[config.mk]
export PLATFORM = sky130hd
export DESIGN_NAME = ll_rx_stb_mrk_align
export DESIGN_NICKNAME = d
export VERILOG_FILES = /design/src/rtl/ll_rx_stb_mrk_align.sv
export SDC_FILE = /design/constraint.sdc
export NUM_CORES = 1
export LEC_CHECK = 0
export ABC_AREA = 1
export CAP_MARGIN = 20
export CORE_AREA = 2 2 138 140
export CTS_CLUSTER_SIZE = 40
export DETAILED_ROUTE_END_ITERATION = 7
export DIE_AREA = 0 0 140 142
export PLACE_DENSITY = 0.76
export SLEW_MARGIN = 25
export SYNTH_ARGS = -nofsm -noshare
export SYNTH_HDL_FRONTEND = slang
export SYNTH_SLANG_ARGS = --single-unit
[constraint.sdc]
create_clock -name clk_wr -period 2.1 [get_ports clk_wr]
set_clock_uncertainty 0.05 [all_clocks]
set_input_delay 0.315 -clock clk_wr [delete_from_list [all_inputs] [get_ports clk_wr]]
set_output_delay 0.315 -clock clk_wr [all_outputs]
set_load 0.01 [all_outputs]
[src/rtl/ll_rx_stb_mrk_align.sv]
// Purpose: word-alignment tracker for a two-channel 80-bit PHY receive stream (strobe/marker checks, lock/unlock FSM).
// Latency: rx_phy*_q, rx_word_valid and status outputs are one clk_wr cycle behind the sampled inputs.
// Backpressure: none; one word pair is consumed every cycle and the stream cannot be stalled.
module ll_rx_stb_mrk_align #(
  parameter int STB_BIT  = 1,
  parameter int MRK0_BIT = 39,
  parameter int MRK1_BIT = 79
) (
  input  logic        clk_wr,
  input  logic        rst_wr,
  input  logic        rx_online,
  input  logic        m_gen2_mode,
  input  logic [79:0] rx_phy0,
  input  logic [79:0] rx_phy1,
  input  logic [7:0]  lock_count_value,
  input  logic [3:0]  unlock_err_value,
  output logic [79:0] rx_phy0_q,
  output logic [79:0] rx_phy1_q,
  output logic        rx_word_valid,
  output logic        rx_align_done,
  output logic        rx_align_err,
  output logic [1:0]  rx_align_state,
  output logic [15:0] rx_err_cnt
);

  typedef enum logic [1:0] {
    ST_IDLE   = 2'd0,
    ST_SEARCH = 2'd1,
    ST_LOCKED = 2'd2
  } state_t;

  state_t      state;
  state_t      state_nxt;
  logic [7:0]  good_cnt;
  logic [7:0]  good_cnt_nxt;
  logic [3:0]  bad_cnt;
  logic [3:0]  bad_cnt_nxt;
  logic        err_cnt_en;
  logic        unlock_hit;

  logic        word_good;
  logic [7:0]  lock_target;
  logic [3:0]  unlock_target;
  logic [7:0]  good_cnt_inc;
  logic [3:0]  bad_cnt_inc;

  // Per-channel framing check; gen1 only carries one beat so the upper marker is ignored.
  function automatic logic chan_ok(input logic [79:0] w, input logic gen2);
    logic ok;
    ok = w[STB_BIT];
    if (gen2) begin
      ok = ok & ~w[MRK0_BIT] & w[MRK1_BIT];
    end else begin
      ok = ok & w[MRK0_BIT];
    end
    return ok;
  endfunction

  assign word_good = chan_ok(rx_phy0, m_gen2_mode) & chan_ok(rx_phy1, m_gen2_mode);

  // A programmed threshold of zero behaves like one.
  assign lock_target   = (lock_count_value == 8'd0) ? 8'd1 : lock_count_value;
  assign unlock_target = (unlock_err_value == 4'd0) ? 4'd1 : unlock_err_value;

  // Counters saturate instead of wrapping so a stale streak can never alias a small threshold.
  assign good_cnt_inc = (good_cnt == 8'hFF) ? 8'hFF : good_cnt + 8'd1;
  assign bad_cnt_inc  = (bad_cnt == 4'hF) ? 4'hF : bad_cnt + 4'd1;

  // Next-state and counter update; dropping rx_online overrides any lock/unlock decision.
  always_comb begin
    state_nxt    = state;
    good_cnt_nxt = good_cnt;
    bad_cnt_nxt  = bad_cnt;
    err_cnt_en   = 1'b0;
    unlock_hit   = 1'b0;
    if (!rx_online) begin
      state_nxt    = ST_IDLE;
      good_cnt_nxt = 8'd0;
      bad_cnt_nxt  = 4'd0;
    end else begin
      case (state)
        ST_IDLE: begin
          state_nxt = ST_SEARCH;
        end
        ST_SEARCH: begin
          if (word_good) begin
            // Equality test: the lock fires on exactly the Nth consecutive good word.
            if (good_cnt_inc == lock_target) begin
              state_nxt    = ST_LOCKED;
              good_cnt_nxt = 8'd0;
            end else begin
              good_cnt_nxt = good_cnt_inc;
            end
          end else begin
            good_cnt_nxt = 8'd0;
          end
        end
        ST_LOCKED: begin
          if (word_good) begin
            bad_cnt_nxt = 4'd0;
          end else begin
            err_cnt_en = 1'b1;
            // >= so that lowering the threshold mid-streak still drops lock promptly.
            if (bad_cnt_inc >= unlock_target) begin
              state_nxt   = ST_SEARCH;
              bad_cnt_nxt = 4'd0;
              unlock_hit  = 1'b1;
            end else begin
              bad_cnt_nxt = bad_cnt_inc;
            end
          end
        end
        default: begin
          state_nxt    = ST_IDLE;
          good_cnt_nxt = 8'd0;
          bad_cnt_nxt  = 4'd0;
        end
      endcase
    end
  end

  // FSM state and streak counters.
  always_ff @(posedge clk_wr) begin
    if (rst_wr) begin
      state    <= ST_IDLE;
      good_cnt <= 8'd0;
      bad_cnt  <= 4'd0;
    end else begin
      state    <= state_nxt;
      good_cnt <= good_cnt_nxt;
      bad_cnt  <= bad_cnt_nxt;
    end
  end

  // Lifetime error counter: survives rx_online drops, cleared only by reset, sticks at all-ones.
  always_ff @(posedge clk_wr) begin
    if (rst_wr) begin
      rx_err_cnt <= 16'd0;
    end else if (err_cnt_en && (rx_err_cnt != 16'hFFFF)) begin
      rx_err_cnt <= rx_err_cnt + 16'd1;
    end
  end

  // Data pipeline stage with its qualifier, plus registered lock status and unlock pulse.
  always_ff @(posedge clk_wr) begin
    if (rst_wr) begin
      rx_phy0_q     <= 80'd0;
      rx_phy1_q     <= 80'd0;
      rx_word_valid <= 1'b0;
      rx_align_done <= 1'b0;
      rx_align_err  <= 1'b0;
    end else begin
      rx_phy0_q     <= rx_phy0;
      rx_phy1_q     <= rx_phy1;
      rx_word_valid <= rx_online & word_good & (state == ST_LOCKED);
      rx_align_done <= (state_nxt == ST_LOCKED);
      rx_align_err  <= unlock_hit;
    end
  end

  assign rx_align_state = state;

endmodule

==> results of run 1 <==
## cells in the mapped netlist, types with 6 or more instances
| cell | number | share of area, % |
|---|---|---|
| inv_1 | 198 | 11 |
| nor2_1 | 194 | 11 |
| dfxtp_1 | 193 | 58 |
| nand2_1 | 96 | 5.4 |
| a21oi_1 | 33 | 2.5 |
| clkbuf_1 | 20 | 1.1 |
| nand3_1 | 19 | 1.4 |
| nor3_1 | 8 | 0.60 |
| o21ai_0 | 8 | 0.60 |
| ha_1 | 7 | 1.3 |
| nand4_1 | 6 | 0.56 |
| xor2_1 | 6 | 0.78 |
## state kept, by name, summed over array words and instances, names as in the netlist
signal / cells
rx_phy0_q: 80
good_cnt: 8
rx_align_done: 1
rx_phy1_q: 80
rx_word_valid: 1
rx_align_state: 2
rx_err_cnt: 16
rx_align_err: 1
bad_cnt: 4
## cells by family (layout without fill, tap and decap cells)
group                    count (synthesis)  count (layout)  share of synthesized area [%]
AO/OA/AOI/OAI                           49              49                           3.94
XOR/XNOR                                11              11                           1.44
adder cells (fa/ha/maj)                  7               7                           1.31
buffers and inverters                  226             602                           13.0
flip-flops                             193             193                           57.7
AND/OR/NAND/NOR                        349             349                           22.6
## worst max path at each step
stage | start | endpoint | cells past startpoint
2_1_floorplan | bad_cnt[0] | bad_cnt[3] | 9
3_3_place_gp | unlock_err_value[2] | rx_align_state[0] | 11
3_5_place_dp | unlock_err_value[3] | rx_align_state[0] | 11
4_1_cts | bad_cnt[0] | rx_align_state[0] | 10
5_1_grt | bad_cnt[0] | rx_align_state[0] | 12
6_report | bad_cnt[0] | rx_align_state[0] | 10
## critical path: cells and delay by family, from the launching register on
kind	cells	cell delay (ns)
fa+ha+maj	2	0.59
compound gates	3	0.49
simple gates	4	0.36
flops	1	0.35
buf+inv	1	0.05
## cell usage in the layout (no fill, tap or decap), types with 3 or more instances in the layout
cell type / Yosys / final
clkdlybuf4s50_1: 0 / 355
inv_1: 198 / 198
nor2_1: 194 / 193
dfxtp_1: 193 / 190
nand2_1: 96 / 96
a21oi_1: 33 / 33
nand3_1: 19 / 18
clkbuf_16: 0 / 17
buf_4: 0 / 9
nor3_1: 8 / 8
o21ai_0: 8 / 7
nand4_1: 6 / 6
xor2_1: 6 / 6
ha_1: 7 / 6
xnor2_1: 5 / 5
nand2_2: 5 / 5
nor2_4: 5 / 5
inv_6: 0 / 5
nand3_2: 3 / 4
inv_2: 4 / 4
nor4_1: 4 / 4
nand4_2: 3 / 3
a22oi_1: 3 / 3
dfxtp_2: 0 / 3
clkbuf_1: 20 / 3
bufinv_16: 0 / 3
## cell type report
class	count	area share [%]
Timing Repair Buffer	367	32.8
Tap cell	234	2.62
Inverter	203	6.82
Multi-Input combinational cell	416	17.7
Clock buffer	20	3.91
Sequential cell	193	34.6
Clock inverter	12	1.56
## metal layers
layer	vias to the layer above	track usage, %	wire length (um)
met4	2	7.55	531
met2	212	35.4	10200
li1	3162	-	-
met1	2669	21.5	7600
met3	35	7.20	1580
met5	-	0	13
## metrics by stage
step | TNS [ns] | cell area (um^2) | power [mW]
global route | -0.0119 | 11200 | 8.58
finish | 0 | 11200 | 8.27
detailed placement | -0.0343 | 10500 | 4.97
global placement | 0 | 10500 | 4.95
floorplan | 0 | 6700 | 4.24
CTS | 0 | 11200 | 8.35
## what timing repair did
| item | 4_1_cts | 5_1_grt |
|---|---|---|
| resized for setup | 0 | 7 |
| setup endpoints to repair | 0 | 8 |
| buffers inserted | 0 | 2 |
## power groups by stage
stage	Clock [mW]	Combinational (mW)	Sequential, mW
final	3.39	1.01	3.86
after global routing	3.60	1.09	3.88
after CTS	3.45	1.03	3.87
after detailed placement	0	1.02	3.95
after global placement	0	1.01	3.94
after floorplan	0	0.203	4.04
==> impl_metrics.env, run 1 <==
export IMPL_outcome="finished with violations"
export IMPL_violations="DRC"
export IMPL_syn_cell_area_um2=6700
export IMPL_async_reset_ff_share_pct=0
export IMPL_grt_antenna_before_repair=1
export IMPL_seq_area_um2=3870
export IMPL_syn_nets=1018
export IMPL_hold_buffers=0
export IMPL_grt_overflow_total=0
export IMPL_die_w_um=140
export IMPL_multi_input_area_um2=1970
export IMPL_r2r_slack_ns=0.14
export IMPL_firstDrtPassIters=7
export IMPL_grt_pass1_vias=5779
export IMPL_final_layout_size_suffix_gt1_share_pct=5.95
export IMPL_drv_slew=0
export IMPL_place_gp_congestion=0.862
export IMPL_maxCapViolCount=0
export IMPL_hold_class="in2reg"
export IMPL_r2r_end="rx_align_state[0]"
export IMPL_regToRegStartpoint="bad_cnt[0]"
export IMPL_ir_worst_vdd_mv=0.530
export IMPL_clockPowerShare_pct=41.0
export IMPL_area_growth_pct=66.9
export IMPL_min_from="rst_wr"
export IMPL_whs_path_depth=2
export IMPL_rsz0062_at_grt="yes"
export IMPL_intPower_mw=6.36
export IMPL_portBuffers=356
export IMPL_clockRootBuffer="clkbuf_16"
export IMPL_fin_cells=1445
export IMPL_cts_buffers=17
export IMPL_critPathSlowestCell="dfxtp_2"
export IMPL_die_y_um=142
export IMPL_detailed_place_hpwl_um=15700
export IMPL_path_common_cell="nand2_1"
export IMPL_yosysSeqAreaShare_pct=57.7
export IMPL_remaining_drc_errors=9
export IMPL_ys_warn_count=0
export IMPL_r2r_worst_path_cells=10
export IMPL_required_ns=2.41
export IMPL_netlist_instances=835
export IMPL_slew_headroom_pct=60.0
export IMPL_holdPathEnd="rx_phy1_q[2]"
export IMPL_post_place_cells=1411
export IMPL_tightest_slew_ns=0.594
export IMPL_drt_iter0_drc=386
export IMPL_fin_crit_ns=1.96
export IMPL_final_hold_viol_count=0
export IMPL_track_usage_pct=19.8
export IMPL_endpoint_kind="register"
export IMPL_die_area_um2=19900
export IMPL_fillers=1593
export IMPL_ant_nets=0
export IMPL_synth_area_per_cell_um2=8.02
export IMPL_power_density_nw_per_um2=740
export IMPL_htree_levels=4
export IMPL_fin_nets=1381
export IMPL_synth_edf_count=0
export IMPL_fmax_mhz=511
export IMPL_pwr_share_comb_pct=12.2
export IMPL_synth_main_ff_cell="dfxtp_1"
export IMPL_worstSkewPairLatency_ns=0.42
export IMPL_wire_per_inst_um=13.8
export IMPL_top_level_ports=357
export IMPL_clock_sinks=193
export IMPL_p_leak_nw=5.08
export IMPL_post_drt_via_cell_ratio=4.21
export IMPL_p_seq_share_pct=46.7
export IMPL_cp_start_kind="register"
export IMPL_power_switching_mw=1.90
export IMPL_setup_violations_final=0
export IMPL_critical_path_class="reg2reg"
export IMPL_path_cells="ha_2 -> inv_1 -> nand2_1 -> ha_1 -> a21oi_1 -> o211ai_1 -> nand2_1 -> o21ai_1 -> nand2_1 -> nor2_1"
export IMPL_cpPeakStageDelay_ns=0.35
export IMPL_dp_worst_setup_slack_ns=-0.0343
export IMPL_initial_core_util_pct=36.3
export IMPL_grt_first_pass_wirelength_um=30200
export IMPL_wirelength_um=20000
export IMPL_synth_seq_cells=193
export IMPL_ys_types=31
export IMPL_utilization_pct=60.6
export IMPL_crit_arrival_ns=2.27
export IMPL_path_clk_slew_ns=0.07
export IMPL_fp_coreArea_um2=18500
export IMPL_crit_path_max_fanout=4
export IMPL_via_count=6080
export IMPL_diodes=0
export IMPL_grt_max_degree=98
export IMPL_clock_path_buffers=2
export IMPL_hold_ws_ns=0.136
export IMPL_worst_slack_ns=0.144
export IMPL_period_share_pct=93.1
export IMPL_placementRows=50
export IMPL_cts_tree="built"
export IMPL_switching_share_pct=23.0
(Power assumes the default switching activity.)
==> inputs of run 2 (changes only) <==
--- a/config.mk
+++ b/config.mk
@@ -7,12 +7,12 @@
 export LEC_CHECK = 0
 export ABC_AREA = 1
 export CAP_MARGIN = 20
-export CORE_AREA = 2 2 138 140
+export CORE_UTILIZATION = 25
 export CTS_CLUSTER_SIZE = 40
 export DETAILED_ROUTE_END_ITERATION = 7
-export DIE_AREA = 0 0 140 142
-export PLACE_DENSITY = 0.76
+export SETUP_SLACK_MARGIN = 0.2
 export SLEW_MARGIN = 25
 export SYNTH_ARGS = -nofsm -noshare
 export SYNTH_HDL_FRONTEND = slang
 export SYNTH_SLANG_ARGS = --single-unit
+export TNS_END_PERCENT = 100
==> run 2 against run 1 <==
  * The flow still finishes with violations (DRC)
  * Worst setup slack improved by 0.026 ns
  * Via count increased by 1.0%
  * Design area grew 3.8%
  * Critical path type unchanged
  * Critical endpoint is now bad_cnt[1]
==> impl_metrics.env, run 2 (synthesized netlist as in run 1, its figures left out) <==
export IMPL_rsz0062_at_grt="yes"
export IMPL_track_usage_pct=14.6
export IMPL_drt_iter0_drc=235
export IMPL_die_area_um2=27500
export IMPL_fin_crit_ns=1.93
export IMPL_intPower_mw=6.03
export IMPL_power_switching_mw=2.00
export IMPL_critical_path_class="reg2reg"
export IMPL_period_share_pct=91.9
export IMPL_dpl_cell_area_um2=10700
export IMPL_setup_violations_final=0
export IMPL_fin_nets=1397
export IMPL_initial_core_util_pct=25.6
export IMPL_final_area_um2=11600
export IMPL_place_gp_congestion=0.883
export IMPL_worstSkewPairLatency_ns=0.42
export IMPL_ir_worst_vdd_mv=0.383
export IMPL_cpPeakStageDelay_ns=0.36
export IMPL_post_drt_via_cell_ratio=3.93
export IMPL_wire_per_inst_um=13.0
export IMPL_grt_antenna_before_repair=2
export IMPL_fp_coreArea_um2=26200
export IMPL_cts_buffers=17
export IMPL_htree_levels=4
export IMPL_diodes=0
export IMPL_p_seq_share_pct=48.0
export IMPL_critPathSlowestCell="dfxtp_4"
export IMPL_tightest_slew_ns=0.514
export IMPL_ant_nets=0
export IMPL_path_common_cell="ha_4"
export IMPL_mostFrequentLayoutCell="clkdlybuf4s50_1"
export IMPL_final_layout_size_suffix_gt1_share_pct=10.3
export IMPL_crit_arrival_ns=2.17
export IMPL_area_growth_pct=73.2
export IMPL_final_hold_viol_count=0
export IMPL_mostFrequentLayoutCells="clkdlybuf4s50_1, inv_1, nor2_1"
export IMPL_reg_top3="rx_phy0_q x80, rx_phy1_q x80, rx_err_cnt x16"
export IMPL_grt_pass1_vias=5889
export IMPL_detailed_place_hpwl_um=15500
export IMPL_via_count=6141
export IMPL_die_y_um=166
export IMPL_clockPowerShare_pct=39.3
export IMPL_endpoint_kind="register"
export IMPL_clock_sinks=193
export IMPL_top_level_ports=357
export IMPL_fmax_mhz=518
export IMPL_power_density_nw_per_um2=693
export IMPL_grt_max_degree=81
export IMPL_placementRows=59
export IMPL_portBuffers=356
export IMPL_switching_share_pct=24.9
export IMPL_drv_slew=0
export IMPL_grt_first_pass_wirelength_um=31400
export IMPL_hold_class="in2reg"
export IMPL_p_leak_nw=5.20
export IMPL_clock_path_buffers=2
export IMPL_cts_tree="built"
export IMPL_clockRootBuffer="clkbuf_16"
export IMPL_crit_path_max_fanout=4
export IMPL_cp_start_kind="register"
export IMPL_die_w_um=166
export IMPL_outcome="finished with violations"
export IMPL_violations="DRC"
export IMPL_path_cells="ha_4 -> nand3_4 -> nand3b_1 -> ha_4 -> nand2_2 -> o211ai_1 -> buf_4 -> nor2_4 -> a22oi_1 -> nor2_1"
export IMPL_tns_ns=0
export IMPL_wirelength_um=20300
export IMPL_slew_headroom_pct=65.7
export IMPL_pwr_share_comb_pct=12.7
export IMPL_maxCapViolCount=0
export IMPL_remaining_drc_errors=18
export IMPL_grt_overflow_total=0
export IMPL_required_ns=2.34
export IMPL_hold_buffers=0
export IMPL_path_clk_slew_ns=0.08
export IMPL_firstDrtPassIters=6
run 2: changes by cell type in the layout (fill, tap and decap cells not counted), moves of 4 or more:
cell / delta
a21oi_1: -5
a21oi_2: +5
buf_4: +13
dfxtp_1: -6
dfxtp_2: +4
ha_1: -4
ha_4: +4
nand2_1: -16
nand2_2: +14
run 2: worst paths after layout:
kind	from	end	slack [ns]	cells after the start
setup / recovery	bad_cnt[0]	bad_cnt[1]	0.17	10
hold / removal	rst_wr	rx_phy0_q[75]	0.24	2
setup reg to reg	bad_cnt[0]	bad_cnt[1]	0.17	10
hold reg to reg	good_cnt[3]	good_cnt[3]	0.46	2
run 2: power groups by stage:
| stage | clock, mW | combinational [mW] | sequential (mW) |
|---|---|---|---|
| floorplan | 0 | 0.203 | 4.04 |
| global placement | 0 | 1.01 | 3.95 |
| detailed placement | 0 | 1.02 | 3.95 |
| CTS | 3.28 | 1.02 | 3.86 |
| global route | 3.42 | 1.10 | 3.88 |
| finish | 3.16 | 1.02 | 3.86 |
run 2: cell type report:
cell class / instances / area, um^2
clock buffer: 17 / 425
sequential: 193 / 3880
inverter: 203 / 764
timing repair buffer: 382 / 3800
tap: 335 / 419
multi-input combinational: 417 / 2160
clock inverter: 14 / 146
fill: 2541 / 14600
run 2: stage by stage:
step / cells / hold slack [ns] / power, mW / worst slack [ns] / util [%]
floorplan: 835 / 0.372 / 4.24 / 0.304 / -
global placement: 1515 / 0.436 / 4.96 / -0.0390 / 40.8
detailed placement: 1515 / 0.447 / 4.97 / -0.116 / 40.8
CTS: 1546 / 0.219 / 8.17 / 0.205 / 43.1
global route: 1561 / 0.238 / 8.40 / 0.0456 / 44.3
finish: 1561 / 0.241 / 8.04 / 0.170 / 44.3
run 2: worst max-delay path: cells and delay by family (launching register included):
family	cells	cell delay [ns]
compound gates	2	0.35
fa+ha+maj	2	0.50
buf+inv	1	0.16
flops	1	0.36
simple gates	5	0.39
run 2: per-layer routing:
metal | up-vias | share of wire, % | GRT usage, %
met3 | 22 | 7.4 | 5.38
met5 | - | 0.054 | 0
li1 | 3198 | - | -
met2 | 187 | 50 | 25.5
met1 | 2732 | 41 | 16.4
met4 | 2 | 1.9 | 4.75
run 2: what timing repair did:
action / CTS / global route
setup buffers: 0 / 14
gates cloned: 0 / 1
setup endpoints to repair: 15 / 31
pin swaps: 4 / 25
resized for setup: 8 / 50
hold endpoints to repair: 0 / 0
==> inputs of run 3 (changes only) <==
==> constraint.sdc (replaced) <==
create_clock -name clk_wr -period 2.2 [get_ports clk_wr]
set_clock_uncertainty 0.05 [all_clocks]
set_input_delay 0.33 -clock clk_wr [delete_from_list [all_inputs] [get_ports clk_wr]]
set_output_delay 0.33 -clock clk_wr [all_outputs]
set_load 0.01 [all_outputs]
==> run 3 against run 2 <==
  * The flow still finishes with violations (DRC)
  * Critical path depth stayed put
  * Register-to-register slack improved by 0.08 ns
  * First-iteration DRC count grew 1.7%
==> impl_metrics.env, run 3 (synthesized netlist as in run 1, its figures left out) <==
export IMPL_utilization_pct=43.6
export IMPL_post_place_cells=1510
export IMPL_violations="DRC"
export IMPL_multi_input_area_um2=2040
export IMPL_drt_iter0_drc=239
export IMPL_cts_tree="built"
export IMPL_grt_pass1_vias=5803
export IMPL_seq_area_um2=3880
export IMPL_via_count=6054
export IMPL_drv_slew=0
export IMPL_fp_coreArea_um2=26200
export IMPL_die_y_um=166
export IMPL_final_layout_size_suffix_gt1_share_pct=7.00
export IMPL_ant_nets=0
export IMPL_period_share_pct=88.8
export IMPL_remaining_drc_errors=18
export IMPL_slew_headroom_pct=56.7
export IMPL_endpoint_kind="register"
export IMPL_path_clk_slew_ns=0.08
export IMPL_cpPeakStageDelay_ns=0.36
export IMPL_setup_violations_final=0
export IMPL_final_hold_viol_count=0
export IMPL_place_gp_congestion=0.874
export IMPL_fmax_mhz=512
export IMPL_path_cells="ha_4 -> xnor2_1 -> nand2_1 -> ha_1 -> nand2_2 -> o211ai_1 -> buf_4 -> nor2_4 -> a22oi_1 -> nor2_1"
export IMPL_clock_sinks=193
export IMPL_rsz0062_at_grt="yes"
export IMPL_p_leak_nw=5.09
export IMPL_cp_start_kind="register"
export IMPL_fin_nets=1384
export IMPL_tns_ns=0
export IMPL_power_density_nw_per_um2=689
export IMPL_top_level_ports=357
export IMPL_worstSkewPairLatency_ns=0.42
export IMPL_dpl_cell_area_um2=10700
export IMPL_die_w_um=166
export IMPL_initial_core_util_pct=25.6
export IMPL_grt_first_pass_wirelength_um=31300
export IMPL_detailed_place_hpwl_um=15400
export IMPL_mostFrequentLayoutCells="clkdlybuf4s50_1, inv_1, nor2_1"
export IMPL_power_total_mw=7.88
export IMPL_crit_path_max_fanout=4
export IMPL_area_growth_pct=70.7
export IMPL_htree_levels=4
export IMPL_worst_slack_ns=0.247
export IMPL_track_usage_pct=14.6
export IMPL_placementRows=59
export IMPL_hold_ws_ns=0.249
export IMPL_reg_top3="rx_phy0_q x80, rx_phy1_q x80, rx_err_cnt x16"
export IMPL_mostFrequentLayoutCell="clkdlybuf4s50_1"
export IMPL_outcome="finished with violations"
export IMPL_maxCapViolCount=0
export IMPL_crit_arrival_ns=2.20
export IMPL_wirelength_um=20000
export IMPL_fin_cells=1549
export IMPL_fin_crit_ns=1.95
export IMPL_post_drt_via_cell_ratio=3.91
export IMPL_diodes=0
export IMPL_critical_path_class="reg2reg"
export IMPL_final_area_um2=11400
export IMPL_portBuffers=356
export IMPL_dp_worst_setup_slack_ns=0.00674
export IMPL_firstDrtPassIters=6
export IMPL_hold_class="in2reg"
export IMPL_clock_path_buffers=2
export IMPL_required_ns=2.45
export IMPL_fillers=2573
export IMPL_grt_max_degree=81
export IMPL_critPathSlowestCell="dfxtp_4"
export IMPL_cts_buffers=17
export IMPL_clockRootBuffer="clkbuf_16"
export IMPL_grt_overflow_total=0
export IMPL_tightest_slew_ns=0.643
export IMPL_grt_antenna_before_repair=2
export IMPL_ir_worst_vdd_mv=0.495
export IMPL_die_area_um2=27500
export IMPL_wire_per_inst_um=12.9
-- run 3: cell count changes in the layout (fill, tap and decap cells not counted), moves of 5 or more --
cell | previous run | this run
a21oi_1 | 28 | 33
nand2_1 | 80 | 95
buf_4 | 22 | 11
nand2_2 | 19 | 6
a21oi_2 | 5 | 0
-- run 3: final cells by class --
class                      instances  area share (%)
sequential                       193            33.9
timing repair buffer             370            32.5
multi-input combinational        416            17.8
inverter                         203            6.66
clock buffer                      18            3.75
tap                              335            3.67
clock inverter                    14            1.67
-- run 3: routing by layer --
metal | wire length, um | GRT usage, % | vias up
li1 | - | - | 3165
met1 | 8160 | 16.2 | 2660
met2 | 9840 | 25.6 | 200
met3 | 1590 | 5.66 | 27
met4 | 403 | 4.71 | 2
met5 | 8 | 0 | -
-- run 3: critical path, delay by kind of cell (launching register included) --
| family | cells | cell delay (ns) |
|---|---|---|
| fa+ha+maj | 2 | 0.49 |
| compound gates | 2 | 0.40 |
| flops | 1 | 0.36 |
| simple gates | 4 | 0.24 |
| buf+inv | 1 | 0.17 |
| xor+xnor | 1 | 0.12 |
-- run 3: worst paths after layout --
check	start	endpoint	slack [ns]	cells past startpoint
setup / recovery	bad_cnt[0]	bad_cnt[2]	0.25	10
hold / removal	rst_wr	rx_phy1_q[0]	0.25	2
setup reg to reg	bad_cnt[0]	bad_cnt[2]	0.25	10
hold reg to reg	rx_err_cnt[0]	rx_err_cnt[0]	0.44	1
-- run 3: what timing repair did --
item / 4_1_cts / 5_1_grt
setup buffers: 0 / 7
pin swaps: 3 / 13
hold buffers: 0 / 0
resized for setup: 3 / 19
hold endpoints to repair: 0 / 0
endpoints found under the setup margin: 5 / 31
-- run 3: where the power goes --
group	total (mW)	switching, mW	internal (mW)	leakage (nW)
registers	3.68	0.0400	3.64	1.60
logic	0.964	0.364	0.601	3.19
clock network	3.23	1.57	1.66	0.299
